===== config.mk =====
export PLATFORM = sky130hd
export DESIGN_NAME = hcache_miss_ctrl
export DESIGN_NICKNAME = d
export VERILOG_FILES = /design/src/rtl/hcache_ctrl_pkg.sv /design/src/rtl/hcache_stat_cnt.sv /design/src/rtl/hcache_miss_ctrl.sv
export SDC_FILE = /design/constraint.sdc
export NUM_CORES = 1
export LEC_CHECK = 0
export CORE_AREA = 2 2 194 196
export CTS_CLUSTER_DIAMETER = 100
export DETAILED_ROUTE_END_ITERATION = 6
export DIE_AREA = 0 0 196 198
export HOLD_SLACK_MARGIN = 0.03
export SLEW_MARGIN = 0
export SYNTH_ARGS = -nofsm -noshare
export SYNTH_HDL_FRONTEND = slang
export SYNTH_HIERARCHICAL = 1
export SYNTH_SLANG_ARGS = --single-unit
export TNS_END_PERCENT = 5

===== constraint.sdc =====
create_clock -name clk -period 1.76 [get_ports clk]
set_input_delay 0.264 -clock clk [delete_from_list [all_inputs] [get_ports clk]]
set_output_delay 0.264 -clock clk [all_outputs]
set_load 0.1 [all_outputs]

===== src/rtl/hcache_ctrl_pkg.sv =====
// Shared definitions for the hash-cache miss controller: FSM state encoding and default widths.
package hcache_ctrl_pkg;

    localparam int MEM_ADDR_WIDTH_DFLT   = 32;
    localparam int CACHE_ADDR_WIDTH_DFLT = 13;
    localparam int DATA_WIDTH_DFLT       = 64;
    localparam int MISS_TIMEOUT_DFLT     = 1023;
    localparam int STAT_WIDTH_DFLT       = 32;

    typedef logic [2:0] state_t;

    localparam logic [2:0] ST_IDLE     = 3'd0;
    localparam logic [2:0] ST_LOOKUP   = 3'd1;
    localparam logic [2:0] ST_WAIT     = 3'd2;
    localparam logic [2:0] ST_MEM_REQ  = 3'd3;
    localparam logic [2:0] ST_MEM_WAIT = 3'd4;
    localparam logic [2:0] ST_FILL     = 3'd5;
    localparam logic [2:0] ST_RESP     = 3'd6;

endpackage


===== src/rtl/hcache_stat_cnt.sv =====
// Saturating event counter used for the controller's optional statistics.
module hcache_stat_cnt #(
    parameter int WIDTH = 32
) (
    input  logic             clk,
    input  logic             rst_n,
    input  logic             inc,
    output logic [WIDTH-1:0] cnt
);

    always_ff @(posedge clk or negedge rst_n) begin
        if (!rst_n) begin
            cnt <= '0;
        end else if (inc && (cnt != {WIDTH{1'b1}})) begin
            cnt <= cnt + 1'b1;
        end
    end

endmodule


===== src/rtl/hcache_miss_ctrl.sv =====
// Single-requester hash-cache port sequencer: lookup, hit return or miss fetch + write-allocate fill.
// Define HCACHE_CTRL_STATS_EN to build the hit/miss/timeout statistics counters.
module hcache_miss_ctrl
    import hcache_ctrl_pkg::*;
#(
    parameter int MEM_ADDR_WIDTH   = MEM_ADDR_WIDTH_DFLT,
    parameter int CACHE_ADDR_WIDTH = CACHE_ADDR_WIDTH_DFLT,
    parameter int DATA_WIDTH       = DATA_WIDTH_DFLT,
    parameter int TAG_WIDTH        = MEM_ADDR_WIDTH - CACHE_ADDR_WIDTH,
    parameter int MISS_TIMEOUT     = MISS_TIMEOUT_DFLT,
    parameter int STAT_WIDTH       = STAT_WIDTH_DFLT
) (
    input  logic                            clk,
    input  logic                            rst_n,
    input  logic                            req_valid,
    output logic                            req_ready,
    input  logic [MEM_ADDR_WIDTH-1:0]       req_addr,
    output logic                            rsp_valid,
    input  logic                            rsp_ready,
    output logic [DATA_WIDTH-1:0]           rsp_data,
    output logic                            rsp_hit,
    output logic                            rsp_err,
    output logic                            c_rd_en,
    output logic [CACHE_ADDR_WIDTH-1:0]     c_rd_addr,
    output logic [TAG_WIDTH-1:0]            c_rd_din,
    input  logic                            c_rd_valid,
    input  logic                            c_rd_result,
    input  logic [DATA_WIDTH-1:0]           c_rd_dout,
    output logic                            c_wr_en,
    output logic [CACHE_ADDR_WIDTH-1:0]     c_wr_addr,
    output logic [DATA_WIDTH+TAG_WIDTH-1:0] c_wr_data,
    output logic                            mem_rd_valid,
    input  logic                            mem_rd_ready,
    output logic [MEM_ADDR_WIDTH-1:0]       mem_rd_addr,
    input  logic                            mem_rsp_valid,
    input  logic [DATA_WIDTH-1:0]           mem_rsp_data,
    output logic [STAT_WIDTH-1:0]           stat_hit,
    output logic [STAT_WIDTH-1:0]           stat_miss,
    output logic [STAT_WIDTH-1:0]           stat_timeout
);

    localparam int TMR_W = $clog2(MISS_TIMEOUT + 1);

    state_t                    state;
    state_t                    state_nxt;
    logic [MEM_ADDR_WIDTH-1:0] addr_q;
    logic [DATA_WIDTH-1:0]     rsp_data_q;
    logic                      rsp_hit_q;
    logic                      rsp_err_q;
    logic                      stale;
    logic [TMR_W-1:0]          timer;

    logic hit_evt;
    logic miss_evt;
    logic mem_beat;
    logic timeout_evt;

    assign hit_evt     = (state == ST_WAIT) && c_rd_valid && c_rd_result;
    assign miss_evt    = (state == ST_WAIT) && c_rd_valid && !c_rd_result;
    assign mem_beat    = (state == ST_MEM_WAIT) && mem_rsp_valid && !stale;
    assign timeout_evt = (state == ST_MEM_WAIT) && !mem_beat && (timer == TMR_W'(MISS_TIMEOUT));

    always_comb begin
        state_nxt = state;
        case (state)
            ST_IDLE:     if (req_valid)    state_nxt = ST_LOOKUP;
            ST_LOOKUP:                     state_nxt = ST_WAIT;
            ST_WAIT:     if (hit_evt)      state_nxt = ST_RESP;
                         else if (miss_evt) state_nxt = ST_MEM_REQ;
            ST_MEM_REQ:  if (mem_rd_ready) state_nxt = ST_MEM_WAIT;
            ST_MEM_WAIT: if (mem_beat)     state_nxt = ST_FILL;
                         else if (timeout_evt) state_nxt = ST_RESP;
            ST_FILL:                       state_nxt = ST_RESP;
            ST_RESP:     if (rsp_ready)    state_nxt = ST_IDLE;
            default:                       state_nxt = ST_IDLE;
        endcase
    end

    always_ff @(posedge clk or negedge rst_n) begin
        if (!rst_n) begin
            state      <= ST_IDLE;
            addr_q     <= '0;
            rsp_data_q <= '0;
            rsp_hit_q  <= 1'b0;
            rsp_err_q  <= 1'b0;
            stale      <= 1'b0;
            timer      <= '0;
        end else begin
            state <= state_nxt;
            if ((state == ST_IDLE) && req_valid) addr_q <= req_addr;

            // Timer is held clear while waiting for request acceptance, so it only runs in MEM_WAIT.
            if (state == ST_MEM_WAIT) timer <= timer + 1'b1;
            else                      timer <= '0;

            // The fill data doubles as response data, so the FILL write reads it back from here.
            if (hit_evt) begin
                rsp_data_q <= c_rd_dout;
                rsp_hit_q  <= 1'b1;
                rsp_err_q  <= 1'b0;
            end else if (mem_beat) begin
                rsp_data_q <= mem_rsp_data;
                rsp_hit_q  <= 1'b0;
                rsp_err_q  <= 1'b0;
            end else if (timeout_evt) begin
                rsp_data_q <= '0;
                rsp_hit_q  <= 1'b0;
                rsp_err_q  <= 1'b1;
            end

            // A timed-out request still owes one beat; swallow it wherever it lands.
            if (timeout_evt)                 stale <= 1'b1;
            else if (mem_rsp_valid && stale) stale <= 1'b0;
        end
    end

    assign req_ready    = (state == ST_IDLE);
    assign rsp_valid    = (state == ST_RESP);
    assign rsp_data     = rsp_data_q;
    assign rsp_hit      = rsp_hit_q;
    assign rsp_err      = rsp_err_q;
    assign c_rd_en      = (state == ST_LOOKUP);
    assign c_rd_addr    = addr_q[CACHE_ADDR_WIDTH-1:0];
    assign c_rd_din     = addr_q[MEM_ADDR_WIDTH-1:CACHE_ADDR_WIDTH];
    assign c_wr_en      = (state == ST_FILL);
    assign c_wr_addr    = addr_q[CACHE_ADDR_WIDTH-1:0];
    assign c_wr_data    = {rsp_data_q, addr_q[MEM_ADDR_WIDTH-1:CACHE_ADDR_WIDTH]};
    assign mem_rd_valid = (state == ST_MEM_REQ);
    assign mem_rd_addr  = addr_q;

`ifdef HCACHE_CTRL_STATS_EN
    hcache_stat_cnt #(.WIDTH(STAT_WIDTH)) u_stat_hit (
        .clk(clk), .rst_n(rst_n), .inc(hit_evt), .cnt(stat_hit)
    );
    hcache_stat_cnt #(.WIDTH(STAT_WIDTH)) u_stat_miss (
        .clk(clk), .rst_n(rst_n), .inc(miss_evt), .cnt(stat_miss)
    );
    hcache_stat_cnt #(.WIDTH(STAT_WIDTH)) u_stat_timeout (
        .clk(clk), .rst_n(rst_n), .inc(timeout_evt), .cnt(stat_timeout)
    );
`else
    assign stat_hit     = '0;
    assign stat_miss    = '0;
    assign stat_timeout = '0;
`endif

endmodule


After elaboration in Yosys (flattened, before gate mapping) --
Cells that the tools add are included.
Word-level totals: register bits after elaboration 112, bits of input ports 168
Cells by class: add/subtract/negate cells 1, eq/ne operators 12, multiplexer cells 20, reductions and logical operators 16
Operators by type and width (count):
- $mux 64 | 3
- $mux 3 | 7
- $pmux 3 s7 | 1
- $add 10x1->10 const B | 1
- $eq 10x10->1 const B | 1
- $mux 10 | 1
- $eq 3x3->1 const B | 3
- $logic_and 1x1->1 | 9
- $mux 1 | 8
- $eq 3x2->1 const B | 2
- $ne 3x3->1 const B | 2
- $reduce_and 5->1 | 1
- $ne 2x1->1 const B | 2
- $eq 3x1->1 const B | 1
- $logic_not 1->1 | 3
- $logic_not 3->1 | 1
- $reduce_bool 3->1 | 1
- $ne 2x2->1 const B | 1
- $reduce_bool 2->1 | 1

Longest topological paths before layout --
Gate-level depths: netlist (run 1).
depth in word-level cells 9, gate-level depth with buffers 8, mapped depth without buffers 5

Least setup slack after synthesis (run 1) --
No wires, ideal clock.
path kind reg-to-output, from reg state[1], to out c_rd_en, arrival time 2.755 ns, data required time 1.496 ns, slack -1.259 ns, cell stages (with the launch flop) 3, buffers on the path 1, cell sequence dfrtp_1 clkbuf_1 nor3b_1
Between the ends: longest elaborated chain between the ends 1
RTL lines:
- start: declaration | line hcache_miss_ctrl.sv:44 | state_t state;
- start signal: assignment | line hcache_miss_ctrl.sv:89 | state <= state_nxt;
- $eq 3x1->1 | line hcache_miss_ctrl.sv:122 | assign c_rd_en = (state == ST_LOOKUP);
- end: declaration | line hcache_miss_ctrl.sv:23 | output logic c_rd_en,
Every way passes these cells.

Worst setup path after layout (run 1) --
from reg state[0], to reg rsp_data_q[56] (netlist: rsp_data[56])
Between the ends: longest elaborated chain between the ends 7, elaborated cells on any way between the ends 12, those cells by class eq/ne (2); mux (2); reduce/logical (8)
RTL lines:
- $eq 3x3->1 | line hcache_miss_ctrl.sv:60, hcache_miss_ctrl.sv:61
- $logic_and 1x1->1 (2 in a row) | line hcache_miss_ctrl.sv:60 | assign mem_beat = (state == ST_MEM_WAIT) && mem_rsp_valid && !stale;
- $logic_not 1->1 | line hcache_miss_ctrl.sv:61 | assign timeout_evt = (state == ST_MEM_WAIT) && !mem_beat && (timer == TMR_W'(MISS_TIMEOUT));
- $logic_and 1x1->1 (2 in a row) | line hcache_miss_ctrl.sv:61
- $reduce_bool 3->1 (no line)
- end signal: assignment | line hcache_miss_ctrl.sv:98 | rsp_data_q <= c_rd_dout;
- end signal: assignment | line hcache_miss_ctrl.sv:102 | rsp_data_q <= mem_rsp_data;
- end: declaration | line hcache_miss_ctrl.sv:47 | logic [DATA_WIDTH-1:0] rsp_data_q;
Parallel ways exist; a longest one is shown, timed or not. A chain may end at the register's enable or synchronous reset.

==> run_results.csv, run 1 <==
group,metric,value,unit
timing,finalCritPeriodShare,99.54,%
critical_path,crit_type,"flip-flop to flip-flop",
placed_design,place.port_buffers,398,
critical_path,worstPathRequired,2.02,ns
detailed_routing,drt_iter0_markers,157,
floorplan,rows,71,
global_routing,antenna_found_initial,1,
floorplan,die_y,198,um
yosys,ys_seq_area_share,42.63,%
detailed_routing,vias,5136,
yosys,synth_top_area_share,42.63,%
yosys,async_flop_share,100.0,%
timing,finalWorstSetupSlack,0.008135,ns
finish,area_growth,95.41,%
placed_design,gp_congestion,0.7545,
critical_path,path_max_fanout,5,
yosys,synth_edf_count,0,
yosys,yosys.cell_types.count,38,
floorplan,start_util,17.79,%
global_routing,grt_max_degree,52,
clocking,insertion_delay,0.37,ns
detailed_routing,routed_via_density,3.754,
critical_path,timing.rr.start,"state[0]$_DFFE_PN0P_",
timing,drv_slew,0,
yosys,yosysTopAreaCell,"dfrtp_1",
detailed_routing,wire_per_inst,17.22,um
run_status,outcome,"finished clean",
global_routing,grt_pass1_wl,32.04,mm
yosys,synth_most_common_cell,"buf_4",
placed_design,hpwl,17.52,mm
timing,fin_worst_skew,0.01507,ns
timing,rsz0062_at_grt,"yes",
floorplan,ios,495,
floorplan,die-area,38810,sq um
global_routing,grtUsageMet2,20.31,%
yosys,yosysWarnings,6,
timing,period_needed,1.752,ns
finish,stdcell_count,1368,
critical_path,critPathSlowestCell,"or3b_4",
finish,fillCellCount,3608,
critical_path,cp.arrival,2.01,ns
clocking,clock_path_buffers,2,
yosys,syn_area_per_cell,11.01,sq um
detailed_routing,routed_wl,23.55,mm
clocking,clock-root-buffer,"clkbuf_16",
clocking,cts_tree,"yes",
yosys,synth-main-ff-cell,"dfrtp_1",
critical_path,crit_chain,"or3b_4 -> o22ai_4 -> a21oi_4 -> clkbuf_16 -> buf_6 -> a21o_1",
critical_path,crit_start,"state[0]$_DFFE_PN0P_",
critical_path,start_kind,"flip-flop",
floorplan,die_w,196,um
detailed_routing,dr.pass1.iters,4,
timing,setup_tns,0,ns
yosys,synthesis.area,6575,sq um
placed_design,dp_cells,1334,
global_routing,top_usage_layer,"met2",
timing,hold_violations,0,
yosys,synthTopCellsByCount,"buf_4, dfrtp_1, a21o_1, a22o_1, mux2_2",
global_routing,grt-ovfl-total,0,
worst_hold_path,hold_class,"primary input to async pin",
critical_path,cp-end-kind,"flip-flop",
clocking,clock_sinks,112,
global_routing,met3_usage,2.487,%
job,maxCapViolations,0,
finish,utilization,34.77,%
yosys,ys_ff_latch,112,
global_routing,grt_use_met1,12.58,%
finish,finalNetCount,1059,
floorplan,core,36960,sq um
yosys,synth_cells,597,
timing,setup_viol,0,
detailed_routing,route.detailed.drc,0,
yosys,synthTopCellsByArea,"dfrtp_1, buf_4, a22o_1",
global_routing,track_usage,11.15,%
global_routing,grt_pass1_vias,5101,
placed_design,place_ws,-0.06497,ns
clocking,cts.htree.levels,3,
clocking,clk_pin_slew,0.07,ns
clocking,cts_buffers,9,
timing,max_freq,570.8,MHz
detailed_routing,ant_nets,0,
critical_path,max_stage_delay,0.47,ns
finish,final_layout_size_suffix_gt1_share,37.63,%
-- routing by layer --
| layer | share of wire, % | routed length (um) |
|---|---|---|
| met5 | 0 | 0 |
| met4 | 1.8 | 421 |
| met3 | 5.8 | 1360 |
| met2 | 55 | 12840 |
| met1 | 38 | 8928 |
-- sequential cells by signal, summed over array words and instances (netlist names) --
name	flops
stale	1
rsp_hit	1
rsp_data	64
rsp_err	1
timer	10
state	3
mem_rd_addr	32
-- cells by family after synthesis --
logic type | count (synthesis) | share of synthesized area [%]
buffers and inverters | 257 | 29.29
DFF | 112 | 42.63
xor gates and xnor gates | 8 | 1.066
adders and majority gates | 1 | 0.1903
and+or+nand+nor | 42 | 3.464
other | 1 | 0.05703
AOI/OAI and AO/OA | 143 | 17.68
muxes | 33 | 5.633
-- critical path: cells and delay by family, from the launching register on --
kind                   cells  cell delay [ns]
DFF                        1             0.39
and+or+nand+nor            1             0.47
buffers and inverters      2             0.32
AOI/OAI and AO/OA          3             0.48
-- what timing repair did --
action,4_1_cts,5_1_grt
pin swaps,4,60
endpoints found under the setup margin,52,92
cloned,1,9
hold buffers,1,0
buffers inserted,5,4
hold endpoints to repair,23,0
resized for setup,7,14
-- through the flow --
stage | area [sq um] | hold slack [ns]
3_3_place_gp | 12220 | 0.2596
3_5_place_dp | 12220 | 0.2524
5_1_grt | 12850 | 0.4067
2_1_floorplan | 6958 | -0.03159
6_report | 12850 | 0.3842
4_1_cts | 12560 | 0.3853
-- cell usage in the layout, fill, tap and decap left out, types with 5 or more instances in the layout --
master / n
o21ai_0: 5
dfrtp_1: 112
nand2_1: 5
clkdlybuf4s50_1: 166
buf_4: 18
mux2_2: 31
clkbuf_16: 15
a21o_1: 64
buf_12: 239
nor2_1: 12
a22o_1: 64
xor2_1: 6
conb_1: 96
buf_6: 8
-- layout make-up --
cell class / count / area, sq um / share of cell area, %
clock inverters: 4 / 22.52 / 0.1753
clock buffers: 10 / 239.0 / 1.860
flip-flops and latches: 112 / 2803 / 21.81
repair buffers: 441 / 6914 / 53.81
diodes: 1 / 2.502 / 0.01948
inverters: 3 / 11.26 / 0.08764
well taps: 474 / 593.1 / 4.616
multi-input cells: 323 / 2263 / 17.62
-- final timing paths --
kind | endpoint | slack [ns] | cells past startpoint
setup / recovery | rsp_data[56]$_DFFE_PN0P_ | 0.008 | 6
hold / removal | rsp_data[39]$_DFFE_PN0P_ | 0.38 | 2
hold reg to reg | timer[8]$_DFF_PN0_ | 0.57 | 2
setup reg to reg | rsp_data[56]$_DFFE_PN0P_ | 0.008 | 6
min in group clk | mem_rd_addr[8]$_DFFE_PN0P_ | 0.49 | 2
max in group asynchronous | rsp_data[6]$_DFFE_PN0P_ | 0.79 | 3
Power of run 1 is left out: the tool's default activity adds up to more than one toggle a clock period on the data nets, which glitch-free logic cannot reach.
==> inputs of run 2 (changes only) <==
Settings changed: CAP_MARGIN set to 15.
==> results of run 2 <==
Same layout as run 1: the final DEF is identical, and so are final timing and power.
Power of run 2 is left out for the same reason.
